===== config.mk =====
export PLATFORM = sky130hd
export DESIGN_NAME = traffic_light_module
export DESIGN_NICKNAME = d
export VERILOG_FILES = /design/src/rtl/traffic_light_pkg.sv /design/src/rtl/traffic_light_timer.sv /design/src/rtl/traffic_light_module.sv
export SDC_FILE = /design/constraint.sdc
export NUM_CORES = 1
export LEC_CHECK = 0
export ABC_CLOCK_PERIOD_IN_PS = 2200
export CAP_MARGIN = 10
export CORE_AREA = 2 2 39 41
export DETAILED_ROUTE_END_ITERATION = 10
export DIE_AREA = 0 0 41 43
export HOLD_SLACK_MARGIN = 0.05
export PLACE_DENSITY = 0.6
export SLEW_MARGIN = 20
export SYNTH_ARGS = -nofsm -noshare
export SYNTH_HDL_FRONTEND = slang
export SYNTH_SLANG_ARGS = --single-unit

===== constraint.sdc =====
create_clock -name clk -period 2.2 [get_ports clk]
set_clock_uncertainty 0.1 [all_clocks]
set_input_delay 0.44 -clock clk [delete_from_list [all_inputs] [get_ports clk]]
set_output_delay 0.44 -clock clk [all_outputs]
set_load 0.005 [all_outputs]

===== src/rtl/traffic_light_pkg.sv =====
// Shared types and defaults for the traffic light controller: state encoding,
// default dwell lengths and the dwell-counter width helper.
package traffic_light_pkg;

    typedef enum logic [1:0] {
        S_RED    = 2'd0,
        S_GREEN  = 2'd1,
        S_YELLOW = 2'd2
    } state_t;

    localparam int RED_CYCLES_DEF    = 32;
    localparam int GREEN_CYCLES_DEF  = 20;
    localparam int YELLOW_CYCLES_DEF = 7;

    // Counter holds 0..max-1, so ceil(log2(max)) bits suffice; never below 1 bit.
    function automatic int cnt_width(input int a, input int b, input int c);
        int m;
        m = a;
        if (b > m) m = b;
        if (c > m) m = c;
        return (m < 2) ? 1 : $clog2(m);
    endfunction

endpackage


===== src/rtl/traffic_light_timer.sv =====
// Enable-gated dwell counter: counts 0..last_i, flags done_o on the terminal
// enabled edge and self-clears on that edge or on a synchronous clear.
module traffic_light_timer
    import traffic_light_pkg::*;
#(
    parameter int CW = 5
) (
    input  logic          clk,
    input  logic          reset,
    input  logic          enable_i,
    input  logic          clear_i,
    input  logic [CW-1:0] last_i,
    output logic [CW-1:0] count_o,
    output logic          done_o
);

    logic [CW-1:0] count_q;
    logic [CW-1:0] count_d;

    assign done_o  = enable_i && (count_q == last_i);
    assign count_o = count_q;

    always_comb begin
        count_d = count_q;
        if (clear_i || done_o) begin
            count_d = '0;
        end else if (enable_i) begin
            count_d = count_q + CW'(1);
        end
    end

    always_ff @(posedge clk or posedge reset) begin
        if (reset) begin
            count_q <= '0;
        end else begin
            count_q <= count_d;
        end
    end

endmodule


===== src/rtl/traffic_light_module.sv =====
// Traffic light controller: RED -> GREEN -> YELLOW with per-state dwell and freeze on enable=0.
// Define TRAFFIC_LIGHT_STATUS_EN to expose state_o / dwell_o status outputs.
module traffic_light_module
    import traffic_light_pkg::*;
#(
    parameter int RED_CYCLES    = RED_CYCLES_DEF,
    parameter int GREEN_CYCLES  = GREEN_CYCLES_DEF,
    parameter int YELLOW_CYCLES = YELLOW_CYCLES_DEF,
    localparam int CW = cnt_width(RED_CYCLES, GREEN_CYCLES, YELLOW_CYCLES)
) (
    input  logic          clk,
    input  logic          reset,
    input  logic          enable,
    output logic          red,
    output logic          yellow,
    output logic          green
`ifdef TRAFFIC_LIGHT_STATUS_EN
    ,
    output logic [1:0]    state_o,
    output logic [CW-1:0] dwell_o
`endif
);

    state_t        state_q;
    state_t        state_d;
    logic [CW-1:0] last;
    logic [CW-1:0] count;
    logic          done;
    logic          illegal;

    always_comb begin
        last    = '0;
        illegal = 1'b0;
        case (state_q)
            S_RED:    last = CW'(RED_CYCLES - 1);
            S_GREEN:  last = CW'(GREEN_CYCLES - 1);
            S_YELLOW: last = CW'(YELLOW_CYCLES - 1);
            default:  illegal = 1'b1;
        endcase
    end

    traffic_light_timer #(
        .CW(CW)
    ) u_timer (
        .clk      (clk),
        .reset    (reset),
        .enable_i (enable),
        .clear_i  (illegal),
        .last_i   (last),
        .count_o  (count),
        .done_o   (done)
    );

    // An unused encoding returns to RED regardless of enable.
    always_comb begin
        state_d = state_q;
        case (state_q)
            S_RED:    if (done) state_d = S_GREEN;
            S_GREEN:  if (done) state_d = S_YELLOW;
            S_YELLOW: if (done) state_d = S_RED;
            default:  state_d = S_RED;
        endcase
    end

    always_ff @(posedge clk or posedge reset) begin
        if (reset) begin
            state_q <= S_RED;
        end else begin
            state_q <= state_d;
        end
    end

    assign green  = (state_q == S_GREEN);
    assign yellow = (state_q == S_YELLOW);
    assign red    = !(green || yellow);

`ifdef TRAFFIC_LIGHT_STATUS_EN
    assign state_o = state_q;
    assign dwell_o = count;
`endif

endmodule


== Yosys cells after proc, flatten, opt, wreduce, memory -nomap -nowiden ==
Index checks and enable logic that the tools add are counted.

* Output and inout port bits: 3
* Logic and storage cells: 25
* Flip-flop bits (word level): 7

* Equal/unequal tests: 6
* Reduce and logical (&&, ||, !) cells: 8
* Multiplexer cells: 8
* $add $sub $neg: 1

{| class="wikitable"
|+ Operators by type and width
! kind !! count
|-
| $pmux 5 s3 || 1
|-
| $mux 5 || 2
|-
| $mux 2 || 3
|-
| $ne 2x1->1 const B || 3
|-
| $pmux 2 s3 || 1
|-
| $add 5x1->5 const B || 1
|-
| $eq 5x5->1 || 1
|-
| $reduce_and 3->1 || 1
|-
| $reduce_or 3->1 || 1
|-
| $eq 2x1->1 const B || 1
|-
| $eq 2x2->1 const B || 1
|-
| $logic_not 2->1 || 1
|-
| $logic_or 1x1->1 || 2
|-
| $reduce_bool 2->1 || 1
|-
| $logic_and 1x1->1 || 1
|-
| $logic_not 1->1 || 1
|-
| $mux 1 || 1
|}

== Depth between registers and ports, before layout ==
Gate-level depths: netlist (run 1).

* Depth in word-level cells: 6
* Mapped depth: 7
* Gate-level depth less buffers: 6

== Hierarchy ==
Synthesis (run 1) repeated with hierarchy kept, for this count alone.

* Cell total of the unflattened synthesis: 51
* Area, all modules: 516.7 um^2

{| class="wikitable"
|+ By module, submodules not included
! module !! area an instance (um^2) !! cells an instance !! seq. area each (um^2) !! times used
|-
| traffic_light_timer || 322.8 || 29 || 125.1 || 1
|-
| traffic_light_module || 193.9 || 22 || 50.0 || 1
|}

== Worst setup path before layout (run 1) ==
No wires, ideal clock.

* Path type: reg2reg
* Start point: register state_q[0]
* End point: register state_q[1]
* Stages on the path, launching flop included: 7
* Buffers on the path: 0
* Data arrival time: 1557 ps
* Setup slack: 415 ps
* Path through: dfrtp_1 inv_1 ha_1 o21bai_1 mux2i_1 a31oi_1 mux2_1

* Word-level cells in the longest chain between the ends: 6
* Elaborated cells between the ends (all ways): 11
* Classes of those cells: eq/ne (6); mux (2); reduce/logical (3)

{| class="wikitable"
|+ RTL lines
! item !! RTL line !! source
|-
| from (decl) || traffic_light_module.sv:24 || <nowiki>state_t state_q;</nowiki>
|-
| from (signal assigned) || traffic_light_module.sv:69 || <nowiki>state_q <= state_d;</nowiki>
|-
| $eq 2x2->1, or another cell as far along || traffic_light_module.sv:34, traffic_light_module.sv:57 ||
|-
| $pmux 5 s3 || traffic_light_module.sv:34 || <nowiki>case (state_q)</nowiki>
|-
| $eq 5x5->1 || traffic_light_timer.sv:20 || <nowiki>assign done_o = enable_i && (count_q == last_i);</nowiki>
|-
| $logic_and 1x1->1 || traffic_light_timer.sv:20 ||
|-
| $ne 2x1->1 (no source line) || - ||
|-
| $reduce_and 3->1 (no source line) || - ||
|}

Parallel ways exist; a longest one is shown, timed or not.
A chain may end at the register's enable or synchronous reset.

== Worst setup path after layout (run 1) ==
* Start point: register state_q[0]
* End point: output red

* Word-level cells in the longest chain between the ends: 3
* Elaborated cells between the ends (all ways): 4
* Classes of those cells: eq/ne (2); reduce/logical (2)

{| class="wikitable"
|+ RTL lines
! item !! RTL line !! source
|-
| $eq 2x1->1 / $eq 2x2->1 (equally long branches) || traffic_light_module.sv:73, traffic_light_module.sv:74 ||
|-
| $logic_or 1x1->1 (*) || traffic_light_module.sv:75 || <nowiki>assign red = !(green || yellow);</nowiki>
|-
| $logic_not 1->1 (*) || traffic_light_module.sv:75 ||
|-
| to (decl) || traffic_light_module.sv:14 || <nowiki>output logic red,</nowiki>
|}

Every way passes the cells marked *; elsewhere a longest branch is shown, timed or not.

==> results.json, run 1 <==
{
  "power_per_cell_area_nw_per_um2": 1500,
  "clock_tree_from_tritoncts": "built",
  "initialDrtViolationCount": 1,
  "crit_path_max_fanout": 4,
  "peakVddDrop_uv": 470,
  "max_stage_delay_ps": 480,
  "clock_root_buffer": "sky130_fd_sc_hd__clkbuf_4",
  "dp_hpwl_um": 588,
  "grt_overflow": 0,
  "timing.critical_path.cells": "inv_2 > ha_1 > inv_1 > clkdlybuf4s50_1",
  "top_level_ports": 6,
  "worstRegToRegCells": 6,
  "postRouteAntennaNets": 0,
  "gr-usage-all-layers_pct": 10.8,
  "synth_fp_nets": 56,
  "ys.warnings.count": 0,
  "holdCritPathClass": "in -> async",
  "hold_viol": 0,
  "remaining_drc_errors": 0,
  "drt-wirelength-per-cell_um": 10.2,
  "die-area_um2": 1760,
  "nFillCells": 142,
  "clk_path_buf_depth": 2,
  "layout_setup_ws_ps": 118,
  "netlist_instances": 47,
  "placement.io_buffers": 5,
  "worst-slew-pin-transition_ps": 414,
  "clkLatencyLatePin_ps": 240,
  "flow.area_growth_from_synthesis_pct": 14.7,
  "fin_setup_tns_ps": 0,
  "gp_congestion": 0.689,
  "yosys.cell_count.top_type": "sky130_fd_sc_hd__dfrtp_1",
  "die_width_um": 41,
  "detail_route.vias_per_cell": 4.79,
  "clock_tree.htree_level_count": 1,
  "ys_seq_elements": 7,
  "rsz0062_at_grt": "false",
  "post_cts_hold_buffer_count": 0,
  "grt_pass1_wl_um": 1210,
  "maxCapViolCount": 0,
  "fp.dieH_um": 43,
  "cp_launch_type": "register",
  "layout.nets": 64,
  "clock_sink_count": 7,
  "reg2reg_slack_ps": 260,
  "total_cts_buffers": 3,
  "final_layout_size_suffix_gt1_share_pct": 13.0,
  "antenna-diode-count": 0,
  "drt_pass1_iterations": 3,
  "netlist_top_cells_area": "sky130_fd_sc_hd__dfrtp_1 35%, sky130_fd_sc_hd__ha_1 15%, sky130_fd_sc_hd__xor2_1 8.7%",
  "syn_area_um2": 503,
  "slew_viol_final": 0,
  "num_rows": 14,
  "final_setup_violation_count": 0,
  "achievable-frequency_ghz": 0.480,
  "synth_flop_cell": "sky130_fd_sc_hd__dfrtp_1",
  "power.static_leakage_nw": 0.258,
  "yosysUniqueCellTypes": 17,
  "min_period_ps": 2080,
  "synth_area_per_cell_um2": 10.7,
  "critical_path_class": "reg -> out",
  "grt_max_degree": 9,
  "worst_slew_margin_rel_pct": 72.2,
  "start_util_pct": 36.3,
  "netlist.top_cell.by_area": "sky130_fd_sc_hd__dfrtp_1",
  "via_count": 335,
  "worst_ep_arrival_time_ps": 1540,
  "number_of_global_route_vias_before_repair": 307,
  "synth_seq_area_share_pct": 34.8,
  "period_share_pct": 94.6,
  "post-place-ws_ps": 220,
  "synth_async_sr_flop_share_pct": 100,
  "required_ps": 1660,
  "antenna_violations_before_repair": 0,
  "post-synth-top-area-fraction_pct": 34.8,
  "core_area_um2": 1380,
  "status": "finished clean",
  "final_routed_wirelength_um": 715,
  "clk_pin_slew_worst_paths_ps": 50,
  "end_kind": "output pin",
  "timing.critical_path.slowest_stage_cell": "sky130_fd_sc_hd__clkdlybuf4s50_1",
  "synth_edf_count": 0,
  "yosys-top-cells-count": "7 x sky130_fd_sc_hd__dfrtp_1, 6 x sky130_fd_sc_hd__ha_1, 6 x sky130_fd_sc_hd__nor3_1, 5 x sky130_fd_sc_hd__xor2_1, 4 x sky130_fd_sc_hd__inv_1"
}
[final timing paths]
kind / end / from
min in group clk: state_q[1] / state_q[1]
worst max-delay path: red / state_q[0]
worst max register to register: state_q[0] / state_q[0]
max in group asynchronous: state_q[1] / reset
worst min register to register: state_q[1] / state_q[1]
worst min-delay path: u_timer.count_o[2] / reset
[flip-flops by register name (all words and copies together), names as in the netlist]
name             count
state_q              2
u_timer.count_o      5
[metal layers]
layer  global-route usage, %  vias up  wire length, µm
li1                        -      175                -
met1                    14.1      156              341
met2                    13.4        2              353
met3                    1.57        2               11
met4                    12.0        0                9
met5                       0        -                0
[power breakdown]
part           leakage [nW]  internal, mW  switching (mW)
Combinational         0.156         0.258           0.226
Sequential           0.0876         0.195          0.0750
Clock                0.0150        0.0688          0.0403
[critical path: cells and delay by family, from the launching register on]
family / cells / cell delay (ps)
buf+inv: 3 / 610
fa+ha+maj: 1 / 290
flops: 1 / 400
[layout by cell type, fill, tap and decap left out, types with 2 or more instances in the layout]
cell                              instances
sky130_fd_sc_hd__dfrtp_1                  7
sky130_fd_sc_hd__nor3_1                   6
sky130_fd_sc_hd__ha_1                     6
sky130_fd_sc_hd__xor2_1                   5
sky130_fd_sc_hd__clkdlybuf4s50_1          5
sky130_fd_sc_hd__nand4_1                  3
sky130_fd_sc_hd__inv_1                    3
sky130_fd_sc_hd__clkbuf_4                 3
sky130_fd_sc_hd__nand2_1                  2
sky130_fd_sc_hd__o21bai_1                 2
sky130_fd_sc_hd__mux2i_1                  2
sky130_fd_sc_hd__xnor2_1                  2
[timing repair]
action                     in CTS  in global routing
setup endpoints to repair       0                  1
hold endpoints to repair        0                  0
gates resized for setup         0                  1
buffers inserted                0                  0
[stage by stage]
step,cell area (µm²),power (mW),util [%],hold WS (ps),cells
3_3_place_gp,551,0.763,39.8,456,66
5_1_grt,577,0.944,41.7,349,70
3_5_place_dp,551,0.762,39.8,450,66
6_report,577,0.863,41.7,312,70
2_1_floorplan,503,0.625,-,143,47
4_1_cts,577,0.879,41.7,310,70
[layout make-up]
class	count	area (µm²)	share of cell area (%)
clock buffers	4	26.3	4.56
inverters	4	15.0	2.60
multi-input cells	34	290	50.3
flip-flops and latches	7	175	30.4
well taps	16	20.0	3.47
repair buffers	5	50.0	8.68
[cells by family (layout without fill, tap and decap cells)]
family                     after synthesis  after routing  share of synthesized area, %
and+or+nand+nor                         14             14                          15.9
xor gates and xnor gates                 7              7                          12.2
DFF                                      7              7                          34.8
buffers and inverters                    6             13                          7.46
muxes                                    3              3                          6.22
AOI/OAI and AO/OA                        4              4                          8.46
adders and majority gates                6              6                          14.9
(Power assumes the default switching activity.)
==> run 2: changes to the inputs <==
- PLACE_DENSITY: 0.6 -> default
==> results of run 2 <==
Final layout, timing and power as in run 1 (identical DEF).
